## src/rtl/morse_key_classifier.sv

```systemverilog
// Morse key front end: synchronizes and debounces the raw key, then times
// presses and gaps to emit single-cycle dot/dash/char_end/word_end pulses.
module morse_key_classifier #(
  parameter int unsigned TICK_DIV    = 100000,
  parameter int unsigned DEBOUNCE_T  = 10,
  parameter int unsigned MIN_PRESS_T = 20,
  parameter int unsigned DOT_MAX_T   = 200,
  parameter int unsigned CHAR_GAP_T  = 400,
  parameter int unsigned WORD_GAP_T  = 1000,
  parameter int unsigned CNT_W       = 12
) (
  input  logic       clk,
  input  logic       rst,
  input  logic       key_in,
  output logic       dot,
  output logic       dash,
  output logic       char_end,
  output logic       word_end,
  output logic       key_level,
  output logic [2:0] elem_cnt,
  output logic       overflow
);

  localparam int unsigned PW = (TICK_DIV > 1) ? $clog2(TICK_DIV) : 1;
  localparam int unsigned DW = $clog2(DEBOUNCE_T + 1);
  localparam logic [CNT_W-1:0] CNT_MAX  = '1;
  localparam logic [2:0]       ELEM_MAX = 3'd5;

  typedef enum logic [1:0] {IDLE, PRESS, GAP, WORD_WAIT} state_t;

  logic             sync1_q, sync2_q;
  logic [PW-1:0]    presc_q;
  logic [DW-1:0]    db_cnt_q;
  logic             key_level_q, key_prev_q;
  logic             tick_c, rise_c, fall_c;
  logic [CNT_W-1:0] dur_inc_c, gap_inc_c;

  state_t           state_q, state_d;
  logic [CNT_W-1:0] dur_q, dur_d, gap_q, gap_d;
  logic [2:0]       elem_cnt_q, elem_cnt_d;
  logic             overflow_q, overflow_d;
  logic             dot_q, dot_d, dash_q, dash_d;
  logic             char_end_q, char_end_d, word_end_q, word_end_d;

  assign tick_c    = (presc_q == PW'(TICK_DIV - 1));
  assign rise_c    = key_level_q & ~key_prev_q;
  assign fall_c    = ~key_level_q & key_prev_q;
  assign dur_inc_c = (dur_q == CNT_MAX) ? dur_q : dur_q + CNT_W'(1);
  assign gap_inc_c = (gap_q == CNT_MAX) ? gap_q : gap_q + CNT_W'(1);

  // Two-flop synchronizer for the asynchronous key
  always_ff @(posedge clk or posedge rst) begin
    if (rst) begin
      sync1_q <= 1'b0;
      sync2_q <= 1'b0;
    end else begin
      sync1_q <= key_in;
      sync2_q <= sync1_q;
    end
  end

  // Timing tick prescaler
  always_ff @(posedge clk or posedge rst) begin
    if (rst) begin
      presc_q <= '0;
    end else begin
      presc_q <= tick_c ? '0 : presc_q + PW'(1);
    end
  end

  // Debouncer: level flips only after DEBOUNCE_T ticks of continuous disagreement
  always_ff @(posedge clk or posedge rst) begin
    if (rst) begin
      db_cnt_q    <= '0;
      key_level_q <= 1'b0;
      key_prev_q  <= 1'b0;
    end else begin
      key_prev_q <= key_level_q;
      if (sync2_q == key_level_q) begin
        db_cnt_q <= '0;
      end else if (tick_c) begin
        if (db_cnt_q == DW'(DEBOUNCE_T - 1)) begin
          key_level_q <= ~key_level_q;
          db_cnt_q    <= '0;
        end else begin
          db_cnt_q <= db_cnt_q + DW'(1);
        end
      end
    end
  end

  // Classifier state and registered pulse outputs
  always_ff @(posedge clk or posedge rst) begin
    if (rst) begin
      state_q    <= IDLE;
      dur_q      <= '0;
      gap_q      <= '0;
      elem_cnt_q <= '0;
      overflow_q <= 1'b0;
      dot_q      <= 1'b0;
      dash_q     <= 1'b0;
      char_end_q <= 1'b0;
      word_end_q <= 1'b0;
    end else begin
      state_q    <= state_d;
      dur_q      <= dur_d;
      gap_q      <= gap_d;
      elem_cnt_q <= elem_cnt_d;
      overflow_q <= overflow_d;
      dot_q      <= dot_d;
      dash_q     <= dash_d;
      char_end_q <= char_end_d;
      word_end_q <= word_end_d;
    end
  end

  // Next-state: time presses and gaps; a rise always beats a gap threshold
  always_comb begin
    state_d    = state_q;
    dur_d      = dur_q;
    gap_d      = gap_q;
    elem_cnt_d = elem_cnt_q;
    overflow_d = overflow_q;
    dot_d      = 1'b0;
    dash_d     = 1'b0;
    char_end_d = 1'b0;
    word_end_d = 1'b0;
    case (state_q)
      IDLE: begin
        if (rise_c) begin
          state_d = PRESS;
          dur_d   = '0;
        end
      end
      PRESS: begin
        if (fall_c) begin
          gap_d = '0;
          if (dur_q < CNT_W'(MIN_PRESS_T)) begin
            state_d = (elem_cnt_q == 3'd0) ? IDLE : GAP;
          end else begin
            state_d = GAP;
            if (elem_cnt_q < ELEM_MAX) begin
              dot_d      = (dur_q < CNT_W'(DOT_MAX_T));
              dash_d     = ~(dur_q < CNT_W'(DOT_MAX_T));
              elem_cnt_d = elem_cnt_q + 3'd1;
            end else begin
              overflow_d = 1'b1;
            end
          end
        end else if (tick_c) begin
          dur_d = dur_inc_c;
        end
      end
      GAP: begin
        if (rise_c) begin
          state_d = PRESS;
          dur_d   = '0;
        end else if (tick_c) begin
          gap_d = gap_inc_c;
          if (gap_inc_c >= CNT_W'(CHAR_GAP_T)) begin
            char_end_d = 1'b1;
            elem_cnt_d = '0;
            overflow_d = 1'b0;
            state_d    = WORD_WAIT;
          end
        end
      end
      WORD_WAIT: begin
        if (rise_c) begin
          state_d = PRESS;
          dur_d   = '0;
        end else if (tick_c) begin
          gap_d = gap_inc_c;
          if (gap_inc_c >= CNT_W'(WORD_GAP_T)) begin
            word_end_d = 1'b1;
            state_d    = IDLE;
          end
        end
      end
      default: state_d = IDLE;
    endcase
  end

  assign dot       = dot_q;
  assign dash      = dash_q;
  assign char_end  = char_end_q;
  assign word_end  = word_end_q;
  assign key_level = key_level_q;
  assign elem_cnt  = elem_cnt_q;
  assign overflow  = overflow_q;

endmodule

```

## config.mk

```make
export PLATFORM = sky130hd
export DESIGN_NAME = morse_key_classifier
export DESIGN_NICKNAME = d
export VERILOG_FILES = /design/src/rtl/morse_key_classifier.sv
export SDC_FILE = /design/constraint.sdc
export NUM_CORES = 1
export LEC_CHECK = 0
export ABC_CLOCK_PERIOD_IN_PS = 3700
export CAP_MARGIN = 30
export CORE_UTILIZATION = 50
export CTS_BUF_LIST = sky130_fd_sc_hd__clkbuf_8
export DETAILED_ROUTE_END_ITERATION = 10
export GPL_ROUTABILITY_DRIVEN = 0
export PLACE_DENSITY = 0.66
export SLEW_MARGIN = 10
export SYNTH_ARGS = -nofsm -noshare
export SYNTH_HDL_FRONTEND = slang
export SYNTH_SLANG_ARGS = --single-unit
```

## constraint.sdc

```tcl
create_clock -name clk -period 3.7 [get_ports clk]
set_input_delay 0.74 -clock clk [delete_from_list [all_inputs] [get_ports clk]]
set_output_delay 0.74 -clock clk [all_outputs]
set_load 0.1 [all_outputs]
```

Word level (Yosys, flattened, before mapping)
Index checks and enable logic that the tools add are counted.
- bits in registers: 59
- input port bits: 3
- output and inout port bits: 9
- $add $sub $neg: 5
- order comparisons: 5
- equal/unequal tests: 26
- mux-type cells: 55
- bitwise gates (word level): 6
- reductions and logical operators: 13
- operators with widths (kind ; number):
    12-bit two-way mux ; 8
    12-bit one-hot mux with 2 select lines ; 2
    12-bit by 1-bit adder with 12-bit output, second input constant ; 2
    12-bit equality test, second input constant ; 2
    2-bit != test, second input constant ; 12
    1-bit two-way mux ; 22
    2-bit two-way mux ; 10
    3-bit two-way mux ; 6
    17-bit by 1-bit adder with 17-bit output, second input constant ; 1
    17-bit equality test, second input constant ; 1
    17-bit two-way mux ; 1
    7-bit AND reduction ; 2
    12-bit by 10-bit >= comparator with 1-bit output, second input constant ; 1
    12-bit by 9-bit >= comparator with 1-bit output, second input constant ; 1
    12-bit by 5-bit < comparator with 1-bit output, second input constant ; 1
    12-bit by 8-bit < comparator with 1-bit output, second input constant ; 1
    4-bit two-way mux ; 3
    3-bit != test, second input constant ; 4
    2-bit one-hot mux with 4 select lines ; 1
    4-bit AND reduction ; 2
    3-bit one-hot mux with 2 select lines ; 1
    6-bit AND reduction ; 1
    2-bit nonzero test ; 3
    4-bit by 1-bit adder with 4-bit output, second input constant ; 1
    15 further kinds ; 21

Longest topological paths before layout
- word-level depth: 7
- depth in mapped cells: 9
- depth with buffers taken out: 7

Worst setup path before layout
Ideal clock, no wire load.
- path type: register to register
- start point: register key_level_q, in the netlist key_level
- end point: register gap_q[1]
- library setup time: 137 ps
- arrival: 1972 ps
- data required time: 3563 ps
- path slack: 1591 ps
- stages on the path, launching flop included: 8
- path buffers: 1
- path through: dfrtp_1 > nand2b_1 > nand2_1 > nor4_2 > and2_1 > clkbuf_1 > mux2i_1 > nor2_1
- word-level cells in the longest chain between the ends: 4
- elaborated cells between the ends (all ways): 6
- RTL lines (what ; line ; source):
    start: declaration ; 34 ; logic key_level_q, key_prev_q;
    start signal: assignment ; 83 ; key_level_q <= ~key_level_q;
    1-bit NOT ; 47 ; assign fall_c = ~key_level_q & key_prev_q;
    1-bit AND ; 47 ;
    2-bit != test (no source line) ; - ;
    4-bit AND reduction (no source line) * ; - ;
    end signal: assignment ; 107 ; gap_q <= gap_d;
    end: declaration ; 39 ; logic [CNT_W-1:0] dur_q, dur_d, gap_q, gap_d;
Every way passes the cells marked *; elsewhere a longest branch is shown, timed or not.
A chain may end at the register's enable or synchronous reset.

Worst setup path after layout
- start point: register key_level_q, in the netlist key_level
- end point: output key_level
- RTL lines (what ; line ; source):
    end: declaration ; 19 ; output logic key_level,
No word-level cell between the ends.

==> impl_metrics.env <==
export IMPL_crit_type="flip-flop to primary output"
export IMPL_run_status="finished, final reports clean"
export IMPL_core_area_um2=6060
export IMPL_synth_top_area_frac=0.458
export IMPL_grt_max_degree=60
export IMPL_ys_flop_type="dfrtp_1"
export IMPL_cts_path_max_buffers=2
export IMPL_grt_overflow_total=0
export IMPL_ir_drop_v=0.000222
export IMPL_startpoint="key_level$_DFFE_PP0P_"
export IMPL_synth_nets=356
export IMPL_worst_ep_arrival_time_ns=1.99
export IMPL_finalCriticalPeriod_ns=2.73
export IMPL_vias=2583
export IMPL_diodes=0
export IMPL_ctsRootBufferMaster="clkbuf_8"
export IMPL_dp_hpwl_mm=4.48
export IMPL_n_fill_cell=547
export IMPL_slowest_delay_ns=1.18
export IMPL_die_h_um=82.3
export IMPL_setup_viol=0
export IMPL_drc=0
export IMPL_clkTransAtPathRegs_ns=0.06
export IMPL_post_cts_buffers=0
export IMPL_cts_resized=0
export IMPL_worst_ep_required_time_ns=2.96
export IMPL_fin_tns_setup_ns=0
export IMPL_clock_latency_ns=0.34
export IMPL_ys_seq_area_frac=0.458
export IMPL_ff2ff_path_depth=7
export IMPL_path_depth=1
export IMPL_fp_row_count=28
export IMPL_ys_ff_latch=59
export IMPL_dieWidth_um=82.3
export IMPL_r2r_start="gap_q[0]$_DFFE_PP0P_"
export IMPL_synth_top_area_cell="dfrtp_1"
export IMPL_start_kind="flip-flop"
export IMPL_worst_slew_pin_slew_ns=0.963
export IMPL_grt_first_pass_wirelength_mm=11.1
export IMPL_antenna_found_initial=0
export IMPL_vias_per_cell=5.88
export IMPL_path_cells="clkdlybuf4s50_1"
export IMPL_async_reset_ff_frac=1.00
export IMPL_start_util=0.532
export IMPL_drt_iter0_markers=170
export IMPL_ys_top_cells_by_area="dfrtp_1 46%, nor2_1 5.4%, xnor2_1 5.2%"
export IMPL_crit_path_end="key_level"
export IMPL_netlist_instances=346
export IMPL_first_pass_iters=5
export IMPL_clock_fmax_mhz=366
export IMPL_routed_wl_mm=6.50
export IMPL_path_delay_family="buffers and inverters"
export IMPL_cts_made_buffers=9
export IMPL_ff2ff_setup_slack_ns=1.25
export IMPL_hold_path_class="flip-flop to flip-flop"
export IMPL_cts_sinks=59
export IMPL_max_slew_margin=0.356
export IMPL_placed_area_um2=3390
export IMPL_yosys_warnings=0
export IMPL_area_growth_synth_to_final_pct=10.6
export IMPL_wire_per_inst_um=14.8
export IMPL_hold_violations=0
export IMPL_maxCapViolations=0
export IMPL_period_share=0.739
export IMPL_cts_tree="done"
export IMPL_r2r_end="elem_cnt[1]$_DFFE_PP0P_"
export IMPL_fin_nets=369
export IMPL_syn_area_um2=3220
export IMPL_hold_start="sync1_q$_DFF_PP0_"
export IMPL_io_pins=12
export IMPL_track_usage=0.222
export IMPL_slew_viol_final=0
export IMPL_htree_levels=3
export IMPL_critPathCaptureType="primary output"
export IMPL_multi_input_area_um2=1670
export IMPL_crit_path_top_delay_cell="clkdlybuf4s50_1"
export IMPL_seqCellArea_um2=1480
export IMPL_final_cell_area_um2=3560
export IMPL_p_leak_uw=0.00152
export IMPL_cp_num_buf_inv=1
export IMPL_cp_max_fo=9
export IMPL_port_buffers=11
export IMPL_avgSynthCellArea_um2=9.32
export IMPL_rsz0062_at_grt="false"
export IMPL_skew_ns=0.0113
export IMPL_grt_pass1_vias=2339
export IMPL_postRouteAntennaNets=0
export IMPL_layout_drive_gt1_share=0.0687
export IMPL_fp_dieArea_um2=6770
export IMPL_ctsHoldBuffers=0
export IMPL_yosysUniqueCellTypes=53
export IMPL_synth_edff_count=0
export IMPL_power_density_nw_per_um2=331
[area by class of cell]
cell class / count / area share
Tap cell: 75 / 0.0263
Clock buffer: 11 / 0.0425
Multi-Input combinational cell: 270 / 0.469
Timing Repair Buffer: 14 / 0.0372
Clock inverter: 5 / 0.00597
Inverter: 5 / 0.00527
Sequential cell: 59 / 0.414
[registers in the layout, summed over array words and instances, names as in the netlist]
register / count
presc_q: 17
dur_q: 12
gap_q: 12
db_cnt_q: 4
elem_cnt: 3
state_q: 2
char_end: 1
dash: 1
dot: 1
key_level: 1
key_prev_q: 1
overflow: 1
sync1_q: 1
sync2_q: 1
word_end: 1
[synth_stat cells, types with 4 or more instances]
cell	instances
mux2i_1	6
clkbuf_1	6
nand2b_1	6
a21oi_1	21
nor4_1	6
xnor2_1	19
nand2_1	28
ha_1	7
nor2b_1	4
dfrtp_1	59
nand3b_1	4
buf_2	5
nor2_1	46
nand4_1	10
nand3_1	24
and2_1	6
o21ai_0	9
inv_1	5
a31oi_1	4
and3_1	7
xor2_1	8
nor3_1	13
[power breakdown]
part	internal, uW	switching (uW)	total [uW]
Clock	270	246	516
Sequential	646	0.478	647
Combinational	2.98	12.7	15.7
[metal layers]
metal,GRT usage,wire length (um)
met5,0,0
met4,0.102,113
met2,0.334,2880
met1,0.309,3260
met3,0.0396,239
[metrics by stage]
step	setup WS [ns]	util	hold slack (ns)	power, uW	std cells
6_report	0.967	0.588	0.352	1180	439
5_1_grt	0.894	0.588	0.360	1230	439
4_1_cts	0.928	0.588	0.358	1190	439
3_5_place_dp	1.30	0.560	0.344	676	423
3_3_place_gp	1.32	0.560	0.335	676	423
2_1_floorplan	1.50	-	0.331	669	346
[how the worst min path moves through the flow]
stage	endpoint	slack (ns)	cells after the start
global route	sync2_q$_DFF_PP0_	0.36	0
finish	sync2_q$_DFF_PP0_	0.35	0
detailed placement	sync2_q$_DFF_PP0_	0.34	0
floorplan	sync2_q$_DFF_PP0_	0.33	0
CTS	sync2_q$_DFF_PP0_	0.36	0
global placement	sync2_q$_DFF_PP0_	0.33	0
[cell usage in the layout (no fill, tap or decap), drive strengths merged, types with 6 or more instances in the layout]
cell type / count
nand2b: 6
a21oi: 21
xor2: 8
and3: 7
clkdlybuf4s50: 11
nand2: 29
and2: 6
o21ai: 11
inv: 8
mux2i: 6
xnor2: 19
nor4: 8
nand3: 24
nor3: 14
nor2: 46
nand4: 10
dfrtp: 59
clkbuf: 11
ha: 7
[logic make-up after synthesis]
| kind of cell | Yosys count | share of synthesized area |
|---|---|---|
| compound gates | 57 | 0.114 |
| xor+xnor | 27 | 0.0733 |
| fa+ha+maj | 7 | 0.0272 |
| buf+inv | 17 | 0.0241 |
| flops | 59 | 0.458 |
| mux | 8 | 0.0256 |
| simple gates | 171 | 0.278 |
Note: power is estimated with default switching activity, not from simulation.
